`config.mk`:
```
export PLATFORM = sky130hd
export DESIGN_NAME = riscv_core_pipe
export DESIGN_NICKNAME = d
export VERILOG_FILES = /design/src/rtl/riscv_pkg.sv /design/src/rtl/riscv_hazard_unit.sv /design/src/rtl/riscv_core_pipe.sv
export SDC_FILE = /design/constraint.sdc
export NUM_CORES = 2
export LEC_CHECK = 0
export CAP_MARGIN = 20
export CORE_UTILIZATION = 25
export DETAILED_ROUTE_END_ITERATION = 8
export GPL_ROUTABILITY_DRIVEN = 0
export PLACE_DENSITY = 0.46
export SKIP_LAST_GASP = 1
export SYNTH_ARGS = -nofsm -noshare
export SYNTH_HDL_FRONTEND = slang
export SYNTH_SLANG_ARGS = --single-unit
```
`constraint.sdc`:
```
create_clock -name clk -period 18.05 [get_ports clk]
set_input_delay 1.805 -clock clk [delete_from_list [all_inputs] [get_ports clk]]
set_output_delay 1.805 -clock clk [all_outputs]
set_load 0.005 [all_outputs]
```
`src/rtl/riscv_pkg.sv`:
```
// Shared definitions for the 3-stage RV32I pipeline: opcodes, branch funct3 codes,
// ALU operation set, the EX/MW pipeline register and the ALU helpers.
package riscv_pkg;

    localparam logic [6:0] OPC_OP     = 7'b0110011;
    localparam logic [6:0] OPC_OP_IMM = 7'b0010011;
    localparam logic [6:0] OPC_LOAD   = 7'b0000011;
    localparam logic [6:0] OPC_STORE  = 7'b0100011;
    localparam logic [6:0] OPC_BRANCH = 7'b1100011;
    localparam logic [6:0] OPC_JAL    = 7'b1101111;
    localparam logic [6:0] OPC_JALR   = 7'b1100111;
    localparam logic [6:0] OPC_LUI    = 7'b0110111;
    localparam logic [6:0] OPC_AUIPC  = 7'b0010111;
    localparam logic [6:0] OPC_SYSTEM = 7'b1110011;

    localparam logic [2:0] F3_BEQ  = 3'b000;
    localparam logic [2:0] F3_BNE  = 3'b001;
    localparam logic [2:0] F3_BLT  = 3'b100;
    localparam logic [2:0] F3_BGE  = 3'b101;
    localparam logic [2:0] F3_BLTU = 3'b110;
    localparam logic [2:0] F3_BGEU = 3'b111;

    typedef enum logic [3:0] {
        ALU_ADD, ALU_SUB, ALU_SLL, ALU_SLT, ALU_SLTU,
        ALU_XOR, ALU_SRL, ALU_SRA, ALU_OR, ALU_AND
    } alu_op_e;

    // result carries the ALU value, the link address, or the data address for memory ops
    typedef struct packed {
        logic        valid;
        logic        mem;
        logic        store;
        logic        wb;
        logic [4:0]  rd;
        logic [31:0] result;
        logic [31:0] sdata;
    } exmw_t;

    function automatic alu_op_e alu_control(input logic [2:0] f3, input logic alt, input logic is_reg);
        alu_op_e op;
        case (f3)
            3'b000:  op = (is_reg && alt) ? ALU_SUB : ALU_ADD;
            3'b001:  op = ALU_SLL;
            3'b010:  op = ALU_SLT;
            3'b011:  op = ALU_SLTU;
            3'b100:  op = ALU_XOR;
            3'b101:  op = alt ? ALU_SRA : ALU_SRL;
            3'b110:  op = ALU_OR;
            default: op = ALU_AND;
        endcase
        return op;
    endfunction

    function automatic logic [31:0] alu(input alu_op_e op, input logic [31:0] a, input logic [31:0] b);
        logic [31:0] y;
        case (op)
            ALU_SUB:  y = a - b;
            ALU_SLL:  y = a << b[4:0];
            ALU_SLT:  y = {31'b0, $signed(a) < $signed(b)};
            ALU_SLTU: y = {31'b0, a < b};
            ALU_XOR:  y = a ^ b;
            ALU_SRL:  y = a >> b[4:0];
            ALU_SRA:  y = $signed(a) >>> b[4:0];
            ALU_OR:   y = a | b;
            ALU_AND:  y = a & b;
            default:  y = a + b;
        endcase
        return y;
    endfunction

endpackage

```
`src/rtl/riscv_hazard_unit.sv`:
```
// Hazard logic between EX and MW: memory wait stall, RAW stall or bypass selects,
// and the IF/EX flush for redirects and halts.
module riscv_hazard_unit
    import riscv_pkg::*;
#(
    parameter bit FORWARDING = 1'b1
) (
    input  exmw_t      mw,
    input  logic       dmem_ready,
    input  logic       ex_valid,
    input  logic [4:0] rs1,
    input  logic [4:0] rs2,
    input  logic       ex_redirect,
    input  logic       ex_halt,
    output logic       mem_wait,
    output logic       stall,
    output logic       fwd_a,
    output logic       fwd_b,
    output logic       flush
);

    logic mw_writes;
    logic hit_a;
    logic hit_b;

    assign mw_writes = mw.valid && mw.wb && (mw.rd != 5'd0);
    assign hit_a     = mw_writes && (rs1 == mw.rd);
    assign hit_b     = mw_writes && (rs2 == mw.rd);
    assign mem_wait  = mw.valid && mw.mem && !dmem_ready;
    assign stall     = mem_wait || (!FORWARDING && ex_valid && (hit_a || hit_b));
    assign fwd_a     = FORWARDING && hit_a;
    assign fwd_b     = FORWARDING && hit_b;
    assign flush     = !stall && (ex_redirect || ex_halt);

endmodule

```
`src/rtl/riscv_core_pipe.sv`:
```
// 3-stage (IF, EX, MW) in-order RV32I/RV32E core with handshaked memory ports,
// optional MW-to-EX bypass, precise halt and a retired-instruction counter.
module riscv_core_pipe
    import riscv_pkg::*;
#(
    parameter logic [31:0] RESET_PC   = 32'h0000_0000,
    parameter int unsigned NUM_REGS   = 32,
    parameter bit          FORWARDING = 1'b1,
    parameter int unsigned CNT_W      = 32
) (
    input  logic             clk,
    input  logic             rst_n,
    output logic             imem_valid,
    output logic [31:0]      imem_addr,
    input  logic             imem_ready,
    input  logic [31:0]      imem_rdata,
    output logic             dmem_valid,
    output logic             dmem_we,
    output logic [31:0]      dmem_addr,
    output logic [31:0]      dmem_wdata,
    input  logic             dmem_ready,
    input  logic [31:0]      dmem_rdata,
    output logic             halted,
    output logic [31:0]      halt_pc,
    output logic [CNT_W-1:0] instret
);

    localparam int unsigned IDX_W = $clog2(NUM_REGS);

    logic        run_q, ifex_valid;
    logic [31:0] pc, ifex_instr, ifex_pc;
    logic [31:0] regs [NUM_REGS];
    exmw_t       mw, ex_entry;
    logic        stall, mem_wait, fwd_a, fwd_b, flush, retire;
    logic [6:0]  opcode, f7;
    logic [4:0]  rd, rs1, rs2;
    logic [2:0]  f3;
    logic [31:0] imm, rv1, rv2, alu_y, target, mw_wdata;
    logic        dec_illegal, use_rs1, use_rs2, use_rd, taken, redirect, ex_halt, misaligned;
    alu_op_e     alu_op;

    function automatic logic bad_idx(input logic [4:0] idx);
        return 32'(idx) >= NUM_REGS;
    endfunction

    assign opcode   = ifex_instr[6:0];
    assign rd       = ifex_instr[11:7];
    assign f3       = ifex_instr[14:12];
    assign rs1      = ifex_instr[19:15];
    assign rs2      = ifex_instr[24:20];
    assign f7       = ifex_instr[31:25];
    assign mw_wdata = mw.mem ? dmem_rdata : mw.result;
    assign retire   = mw.valid && !mem_wait;

    assign imem_valid = run_q && !halted;
    assign imem_addr  = pc;
    assign dmem_valid = run_q && mw.valid && mw.mem;
    assign dmem_we    = mw.store;
    assign dmem_addr  = mw.result;
    assign dmem_wdata = mw.sdata;

    always_comb begin
        imm         = '0;
        dec_illegal = 1'b0;
        use_rs1     = 1'b0;
        use_rs2     = 1'b0;
        use_rd      = 1'b0;
        alu_op      = ALU_ADD;
        case (opcode)
            OPC_OP: begin
                {use_rs1, use_rs2, use_rd} = 3'b111;
                dec_illegal = !(f7 == 7'h00 || (f7 == 7'h20 && (f3 == 3'b000 || f3 == 3'b101)));
                alu_op = alu_control(f3, f7[5], 1'b1);
            end
            OPC_OP_IMM: begin
                {use_rs1, use_rd} = 2'b11;
                imm = {{20{ifex_instr[31]}}, ifex_instr[31:20]};
                dec_illegal = (f3 == 3'b001 && f7 != 7'h00) ||
                              (f3 == 3'b101 && f7 != 7'h00 && f7 != 7'h20);
                alu_op = alu_control(f3, f7[5], 1'b0);
            end
            OPC_LOAD, OPC_JALR: begin
                {use_rs1, use_rd} = 2'b11;
                imm = {{20{ifex_instr[31]}}, ifex_instr[31:20]};
                dec_illegal = (opcode == OPC_LOAD) ? (f3 != 3'b010) : (f3 != 3'b000);
            end
            OPC_STORE: begin
                {use_rs1, use_rs2} = 2'b11;
                imm = {{20{ifex_instr[31]}}, ifex_instr[31:25], ifex_instr[11:7]};
                dec_illegal = (f3 != 3'b010);
            end
            OPC_BRANCH: begin
                {use_rs1, use_rs2} = 2'b11;
                imm = {{19{ifex_instr[31]}}, ifex_instr[31], ifex_instr[7],
                       ifex_instr[30:25], ifex_instr[11:8], 1'b0};
                dec_illegal = (f3 == 3'b010) || (f3 == 3'b011);
            end
            OPC_JAL: begin
                use_rd = 1'b1;
                imm = {{11{ifex_instr[31]}}, ifex_instr[31], ifex_instr[19:12],
                       ifex_instr[20], ifex_instr[30:21], 1'b0};
            end
            OPC_LUI, OPC_AUIPC: begin
                use_rd = 1'b1;
                imm = {ifex_instr[31:12], 12'b0};
            end
            OPC_SYSTEM: dec_illegal = 1'b1;
            default:    dec_illegal = 1'b1;
        endcase
        if ((use_rs1 && bad_idx(rs1)) || (use_rs2 && bad_idx(rs2)) || (use_rd && bad_idx(rd)))
            dec_illegal = 1'b1;
    end

    always_comb begin
        rv1 = fwd_a ? mw_wdata : (rs1 == 5'd0 || bad_idx(rs1)) ? '0 : regs[rs1[IDX_W-1:0]];
        rv2 = fwd_b ? mw_wdata : (rs2 == 5'd0 || bad_idx(rs2)) ? '0 : regs[rs2[IDX_W-1:0]];
        alu_y = alu(alu_op,
                    (opcode == OPC_AUIPC) ? ifex_pc : (opcode == OPC_LUI) ? '0 : rv1,
                    (opcode == OPC_OP) ? rv2 : imm);
        case (f3)
            F3_BEQ:  taken = (rv1 == rv2);
            F3_BNE:  taken = (rv1 != rv2);
            F3_BLT:  taken = ($signed(rv1) < $signed(rv2));
            F3_BGE:  taken = ($signed(rv1) >= $signed(rv2));
            F3_BLTU: taken = (rv1 < rv2);
            F3_BGEU: taken = (rv1 >= rv2);
            default: taken = 1'b0;
        endcase
        target     = (opcode == OPC_JALR) ? (alu_y & ~32'd1) : (ifex_pc + imm);
        misaligned = (opcode == OPC_LOAD || opcode == OPC_STORE) && (alu_y[1:0] != 2'b00);
        ex_halt    = ifex_valid && (dec_illegal || misaligned);
        redirect   = ifex_valid && !ex_halt && (opcode == OPC_JAL || opcode == OPC_JALR ||
                     (opcode == OPC_BRANCH && taken));
        ex_entry        = '0;
        ex_entry.valid  = ifex_valid && !ex_halt;
        ex_entry.mem    = (opcode == OPC_LOAD) || (opcode == OPC_STORE);
        ex_entry.store  = (opcode == OPC_STORE);
        ex_entry.wb     = use_rd;
        ex_entry.rd     = rd;
        ex_entry.result = (opcode == OPC_JAL || opcode == OPC_JALR) ? (ifex_pc + 32'd4) : alu_y;
        ex_entry.sdata  = rv2;
    end

    riscv_hazard_unit #(.FORWARDING(FORWARDING)) u_hazard (
        .mw          (mw),
        .dmem_ready  (dmem_ready),
        .ex_valid    (ifex_valid),
        .rs1         (rs1),
        .rs2         (rs2),
        .ex_redirect (redirect),
        .ex_halt     (ex_halt),
        .mem_wait    (mem_wait),
        .stall       (stall),
        .fwd_a       (fwd_a),
        .fwd_b       (fwd_b),
        .flush       (flush)
    );

    always_ff @(posedge clk) begin
        if (!rst_n) begin
            pc         <= RESET_PC;
            run_q      <= 1'b0;
            ifex_valid <= 1'b0;
            mw         <= '0;
            halted     <= 1'b0;
            halt_pc    <= '0;
            instret    <= '0;
        end else begin
            run_q <= 1'b1;
            if (retire)
                instret <= instret + CNT_W'(1);
            // A memory wait holds MW; a RAW stall lets MW retire and leaves a bubble behind it.
            if (!mem_wait)
                mw <= stall ? '0 : ex_entry;
            if (!stall) begin
                if (ex_halt) begin
                    halted  <= 1'b1;
                    halt_pc <= ifex_pc;
                end
                if (flush) begin
                    ifex_valid <= 1'b0;
                    if (redirect)
                        pc <= target;
                end else if (imem_valid && imem_ready) begin
                    ifex_valid <= 1'b1;
                    ifex_instr <= imem_rdata;
                    ifex_pc    <= pc;
                    pc         <= pc + 32'd4;
                end else begin
                    ifex_valid <= 1'b0;
                end
            end
        end
    end

    always_ff @(posedge clk) begin
        if (rst_n && retire && mw.wb && mw.rd != 5'd0)
            regs[mw.rd[IDX_W-1:0]] <= mw_wdata;
    end

endmodule
```
[Yosys cells after proc, flatten, opt, wreduce, memory -nomap -nowiden]
Memories as Yosys holds them, arrays and structs flattened. A register that Yosys moved wholly into a read port is not among the register bits.
Cells that the tools add are included.
W data, S select, Z words.
Word-level totals
  register bits after elaboration: 236
  RAM bits: 1024
  output and inout bits: 164
  memories: 1
Memory list
  regs: depth 32, bits a word 32, rd ports 2, clocked after memory_dff 2, wr ports 1, RTL line riscv_core_pipe.sv:32  | logic [31:0] regs [NUM_REGS];
Cells by class
  add/sub/neg operators: 6
  $lt $le $gt $ge: 6
  eq/ne operators: 33
  shift operators: 3
  multiplexer cells: 31
  bitwise operators: 5
  reduce and logical (&&, ||, !) cells: 55
Operator list (count)
  $mux W32: 13
  $pmux W32 S9: 1
  $pmux W32 S5: 1
  $lt A32 B32 Y1: 4
  $add A32 B3 Y32 const B: 2
  $add A32 B32 Y32: 2
  $ge A32 B32 Y1: 2
  $pmux W4 S7: 2
  $add A32 B1 Y32 const B: 1
  $and A32 B32 Y32: 1
  $eq A32 B32 Y1: 1
  $ne A32 B32 Y1: 1
  $or A32 B32 Y32: 1
  $shl A32 B5 Y32: 1
  $shr A32 B5 Y32: 1
  $sshr A32 B5 Y32: 1
  $sub A32 B32 Y32: 1
  $xor A32 B32 Y32: 1
  $eq A7 B6 Y1 const B: 4
  $logic_and A1 B1 Y1: 24
  $eq A7 B7 Y1 const B: 3
  $eq A4 B3 Y1 const B: 4
  $eq A7 B5 Y1 const B: 2
  $eq A3 B3 Y1 const B: 4
  30 further kinds: 61

[Depth between registers and ports, before layout]
  depth after elaboration: 20
  gate-level depth with buffers: 32
  gate-level depth less buffers: 24

[By module]
Synthesis repeated with hierarchy kept, for this count alone.
Unflattened totals
  cell total of the unflattened synthesis: 6014
  area, all modules: 73216.5 sq um
By module, submodules not included
  riscv_core_pipe: times used 1, cells an instance 5993, area each 73063.8 sq um, sequential area each 36314.8 sq um
  riscv_hazard_unit: times used 1, cells an instance 21, area each 152.6 sq um, sequential area each 0.0 sq um

[Worst setup path before layout]
OpenSTA, ideal clock, no wires.
  path kind: input -> register
  from: in dmem_rdata[2]
  to: reg pc[15] (netlist: imem_addr[15])
  setup time: 0.122 ns
  arrival: 7.953 ns
  slack: 9.975 ns
  stages: 26
  path buffers: 8
  path through: mux2i_1 nor2_1 a222oi_1 o21a_1 buf_2 clkbuf_1 clkbuf_1 clkbuf_1 clkbuf_1 ha_1 clkbuf_1 nor2b_1 o31a_1 o41ai_1 o31ai_1 a211oi_1 o31ai_1 a211oi_1 a2111oi_0 nor4b_1 nor4b_2 nor3_2 nor3b_2 buf_6 buf_12 a221o_1
On the way
  longest elaborated chain between the ends: 17
  elaborated cells between the ends (all ways): 38
Ends and longest elaborated chain
  start, declared: RTL line riscv_core_pipe.sv:22  | input logic [31:0] dmem_rdata,
  $mux W32 (*): RTL line riscv_core_pipe.sv:52  | assign mw_wdata = mw.mem ? dmem_rdata : mw.result;
  $mux W32: RTL line riscv_core_pipe.sv:115  | rv1 = fwd_a ? mw_wdata : (rs1 == 5'd0 || bad_idx(rs1)) ? '0 : regs[rs1[IDX_W-1:0]];
  $mux W32 (2 in series): RTL line riscv_core_pipe.sv:118  | (opcode == OPC_AUIPC) ? ifex_pc : (opcode == OPC_LUI) ? '0 : rv1,
  $lt A32 B32 Y1 (tied with other cells): RTL line riscv_pkg.sv:60  | ALU_SLTU: y = {31'b0, a < b};
  $pmux W32 S9: RTL line riscv_pkg.sv:56  | case (op)
  $reduce_bool A2 Y1: RTL line riscv_core_pipe.sv:130  | misaligned = (opcode == OPC_LOAD || opcode == OPC_STORE) && (alu_y[1:0] != 2'b00);
  $logic_and A1 B1 Y1: RTL line riscv_core_pipe.sv:130
  $logic_or A1 B1 Y1: RTL line riscv_core_pipe.sv:131  | ex_halt = ifex_valid && (dec_illegal || misaligned);
  $logic_and A1 B1 Y1: RTL line riscv_core_pipe.sv:131
  $logic_not A1 Y1: RTL line riscv_core_pipe.sv:132  | redirect = ifex_valid && !ex_halt && (opcode == OPC_JAL || opcode == OPC_JALR ||
  $logic_and A1 B1 Y1 (2 in series): RTL line riscv_core_pipe.sv:132
  $logic_or A1 B1 Y1: RTL line riscv_hazard_unit.sv:33  | assign flush = !stall && (ex_redirect || ex_halt);
  $logic_and A1 B1 Y1: RTL line riscv_hazard_unit.sv:33
  $ne A2 B1 Y1 (no line) or $reduce_bool A2 Y1 (tied branches)
  $reduce_and A3 Y1 (no line)
  end signal, assigned: RTL line riscv_core_pipe.sv:183  | pc <= target;
  end signal, assigned: RTL line riscv_core_pipe.sv:188  | pc <= pc + 32'd4;
  end, declared: RTL line riscv_core_pipe.sv:31  | logic [31:0] pc, ifex_instr, ifex_pc;
Mark *: on every way between the ends. The rest lies on a longest branch, timed or not. The select of a mux whose other input is x is not followed.
A chain may end at the register's enable or synchronous reset.

==> flow_metrics.env <==
export IMPL_yosys_register_bits=1270
export IMPL_final_util=0.293
export IMPL_switching_power_mw=2.01
export IMPL_maxCapViolations=0
export IMPL_cts_tree="yes"
export IMPL_drt_wl_total_um=314000
export IMPL_final_net_count=5997
export IMPL_power_share_switching=0.274
export IMPL_wire_length_of_the_first_global_routing_pass_um=430000
export IMPL_power_static_leakage_nw=28.3
export IMPL_grt_setup_unrepaired="no"
export IMPL_setup_slack_ns=7.55
export IMPL_start_util=0.251
export IMPL_count_of_flip_flops_with_a_built_in_enable_after_synthesis=1088
export IMPL_seq_power_share=0.452
export IMPL_most_frequent_standard_cell_in_the_layout_excluding_fill_and_tap_cells="edfxtp_1"
export IMPL_finalSetupViolations=0
export IMPL_synth_yosys_seq_area_share=0.506
export IMPL_synthToLayoutAreaGrowth_pct=16.3
export IMPL_async_flop_share=0
export IMPL_die_height_um=538
export IMPL_detailedRoute_firstIterationViolations=7488
export IMPL_slew_limit_headroom=0.180
export IMPL_cpLargestDelayFamily="buffers and inverters"
export IMPL_core_area_sq_um=285000
export IMPL_transition_time_at_the_pin_with_the_least_slew_margin_ns=1.20
export IMPL_cell_type_with_the_highest_occurrence_count_on_the_critical_path="buf_4"
export IMPL_run_status="completed"
export IMPL_postCtsSetupBuffers=0
export IMPL_worst_skew_pair_late_latency_ns=0.83
export IMPL_gr_total_overflow=0
export IMPL_most_used_cells_in_the_layout_excluding_fill_and_tap_cells="edfxtp_1, mux4_2, nand2_1"
export IMPL_max_vdd_ir_drop_v=0.000104
export IMPL_total_via_count_in_the_routed_design=54500
export IMPL_share_comb_of_total_power=0.144
export IMPL_number_of_global_route_vias_before_repair=52400
export IMPL_cts_resized=0
export IMPL_numCtsBuffers=148
export IMPL_timing_critical_path_required_ns=18.74
export IMPL_power_density_nw_per_um2=87.8
export IMPL_reg2regPathDepth=27
export IMPL_io_pins=232
export IMPL_viasPerCell=5.65
export IMPL_dpl_worst_slack_ns=7.44
export IMPL_timing_worst_setup_path_type="flop to flop"
export IMPL_peak_per_stage_delay_on_the_critical_path_ns=0.86
export IMPL_cts_root_buf="clkbuf_16"
export IMPL_cts_sinks=1270
export IMPL_critical_path_max_fanout=82
export IMPL_highest_attainable_clock_frequency_ghz=0.0953
export IMPL_port_buffers=231
export IMPL_place_hpwl_um=209000
export IMPL_path_buf_inv=7
export IMPL_hold_depth=2
export IMPL_synthesis_yosys_warnings=0
export IMPL_rrSetupSlack_ns=7.55
export IMPL_final_layout_size_suffix_gt1_frac=0.186
export IMPL_end_kind="flop"
export IMPL_ys_types=104
export IMPL_cts_hold_buffers=0
export IMPL_clockBufferDepth=3
export IMPL_report_final_slew_viol_count=0
export IMPL_detail_route_first_pass_iterations=8
export IMPL_synth_flop_cell="edfxtp_1"
export IMPL_clock_tree_htree_level_count=4
export IMPL_layout_filler_cells=28800
export IMPL_report_final_hold_viol_count=0
export IMPL_drcViolationCount=0
export IMPL_finalCriticalPeriod_ns=10.50
export IMPL_antenna_left=0
export IMPL_synthesis_instances=5601
export IMPL_multi_input_area_sq_um=33100
export IMPL_final_period_utilization=0.582
export IMPL_floorplan_rows=196
export IMPL_timing_critical_path_slowest_stage_cell="buf_4"
export IMPL_wl_per_cell_um=32.5
export IMPL_timing_clock_skew_ns=0.0356
export IMPL_seqCellArea_sq_um=36300
export IMPL_path_depth=27
export IMPL_power_share_clock=0.404
export IMPL_start_kind="flop"
export IMPL_fin_setup_tns_ns=0
export IMPL_grt_start_max_net_pins=100
export IMPL_cell_internal_pwr_mw=5.32
export IMPL_hp_class="flop to flop"
export IMPL_grt_antenna_before_repair=15
export IMPL_netlist_area_pre_place_sq_um=71700
export IMPL_crit_arrival_ns=11.19
export IMPL_design_die_area_sq_um=289000
export IMPL_grt_usage=0.212
export IMPL_clkTransAtPathRegs_ns=0.06
export IMPL_die_width_um=538
export IMPL_synth_area_per_cell_sq_um=12.8
==> stage by stage <==
| step | instances | hold WS, ns | power [mW] | cell area, sq um |
|---|---|---|---|---|
| floorplan | 5632 | 0.443 | 3.95 | 71800 |
| global placement | 9361 | 0.451 | 4.39 | 78500 |
| CTS | 9637 | 0.465 | 7.35 | 83300 |
| global route | 9645 | 0.507 | 7.52 | 83400 |
| detailed placement | 9367 | 0.459 | 4.39 | 78600 |
| finish | 9649 | 0.466 | 7.32 | 83400 |
==> tightest hold or removal path, delay by kind of cell, from the launching register on <==
kind,cells,cell delay (ns)
AOI/OAI and AO/OA,1,0.05
DFF,1,0.32
and+or+nand+nor,1,0.05
==> synthesized netlist by cell type (30+ instances only) <==
master,number,share of area
inv_1,124,0.0065
buf_4,79,0.0083
o22ai_1,53,0.0046
or3_1,33,0.0029
o211ai_1,47,0.0049
mux2_2,67,0.011
nor2_1,399,0.021
mux4_2,482,0.15
nand4_1,33,0.0029
o21ai_0,212,0.015
dfxtp_1,182,0.051
a22oi_1,104,0.011
nand2b_1,34,0.0030
o21a_1,32,0.0033
a21o_1,54,0.0057
mux2i_1,318,0.044
nor2b_1,30,0.0026
clkbuf_1,229,0.012
xor2_1,50,0.0061
and3_1,60,0.0052
buf_1,64,0.0033
ha_1,163,0.028
a21oi_1,313,0.022
a211oi_1,83,0.0087
nor3_1,76,0.0053
xnor2_1,59,0.0072
edfxtp_1,1088,0.46
nand3_1,147,0.010
nand2_1,417,0.022
buf_2,76,0.0053
==> worst min-delay path by stage <==
stage / start / to / slack (ns)
after detailed placement: dmem_we$_SDFFE_PN0N_ / dmem_we$_SDFFE_PN0N_ / 0.46
after CTS: dmem_we$_SDFFE_PN0N_ / dmem_we$_SDFFE_PN0N_ / 0.47
final: dmem_we$_SDFFE_PN0N_ / dmem_we$_SDFFE_PN0N_ / 0.47
after global placement: dmem_we$_SDFFE_PN0N_ / dmem_we$_SDFFE_PN0N_ / 0.45
after floorplan: dmem_addr[10]$_SDFFE_PN0N_ / dmem_addr[10]$_SDFFE_PN0N_ / 0.44
after global routing: dmem_we$_SDFFE_PN0N_ / dmem_we$_SDFFE_PN0N_ / 0.51
==> area by class of cell <==
type	instances	area share
flip-flops and latches	1270	0.436
multi-input cells	3766	0.397
well taps	3762	0.0564
repair buffers	446	0.0487
clock buffers	195	0.0484
clock inverters	75	0.00771
inverters	131	0.00595
diodes	4	0.000120
==> power by group through the flow <==
stage	sequential [mW]	combinational, mW	clock, mW
2_1_floorplan	3.34	0.616	0
3_3_place_gp	3.37	1.01	0
3_5_place_dp	3.37	1.02	0
4_1_cts	3.31	1.02	3.01
5_1_grt	3.31	1.10	3.11
6_report	3.31	1.06	2.96
==> flip-flops by register name (all words and copies together) (netlist names), named ones only <==
name,flops
dmem_addr,32
instret,32
dmem_we,1
ifex_instr,32
regs,1024
imem_addr,32
dmem_wdata,32
mw,8
halt_pc,32
ifex_valid,1
halted,1
run_q,1
ifex_pc,32
==> layer usage <==
layer | vias to the layer above | GRT usage | share of wire | wire (um)
met4 | 4 | 0.113 | 0.060 | 18700
met5 | - | 0 | 0.000089 | 28
met3 | 652 | 0.0430 | 0.091 | 28600
met1 | 28300 | 0.274 | 0.40 | 124000
li1 | 22400 | - | - | -
met2 | 3114 | 0.333 | 0.45 | 142000
==> cell families (layout without fill, tap and decap cells) <==
kind of cell / after synthesis / in the layout / share of synthesized area
XOR/XNOR: 109 / 109 / 0.0133
multiplexers: 879 / 879 / 0.210
buffers and inverters: 596 / 847 / 0.0388
AND/OR/NAND/NOR: 1361 / 1361 / 0.0884
other: 1 / 36 / 0.0000523
flip-flops: 1270 / 1270 / 0.506
adder cells (fa/ha/maj): 166 / 166 / 0.0293
AO/OA/AOI/OAI: 1219 / 1219 / 0.114
(Power assumes the default switching activity.)
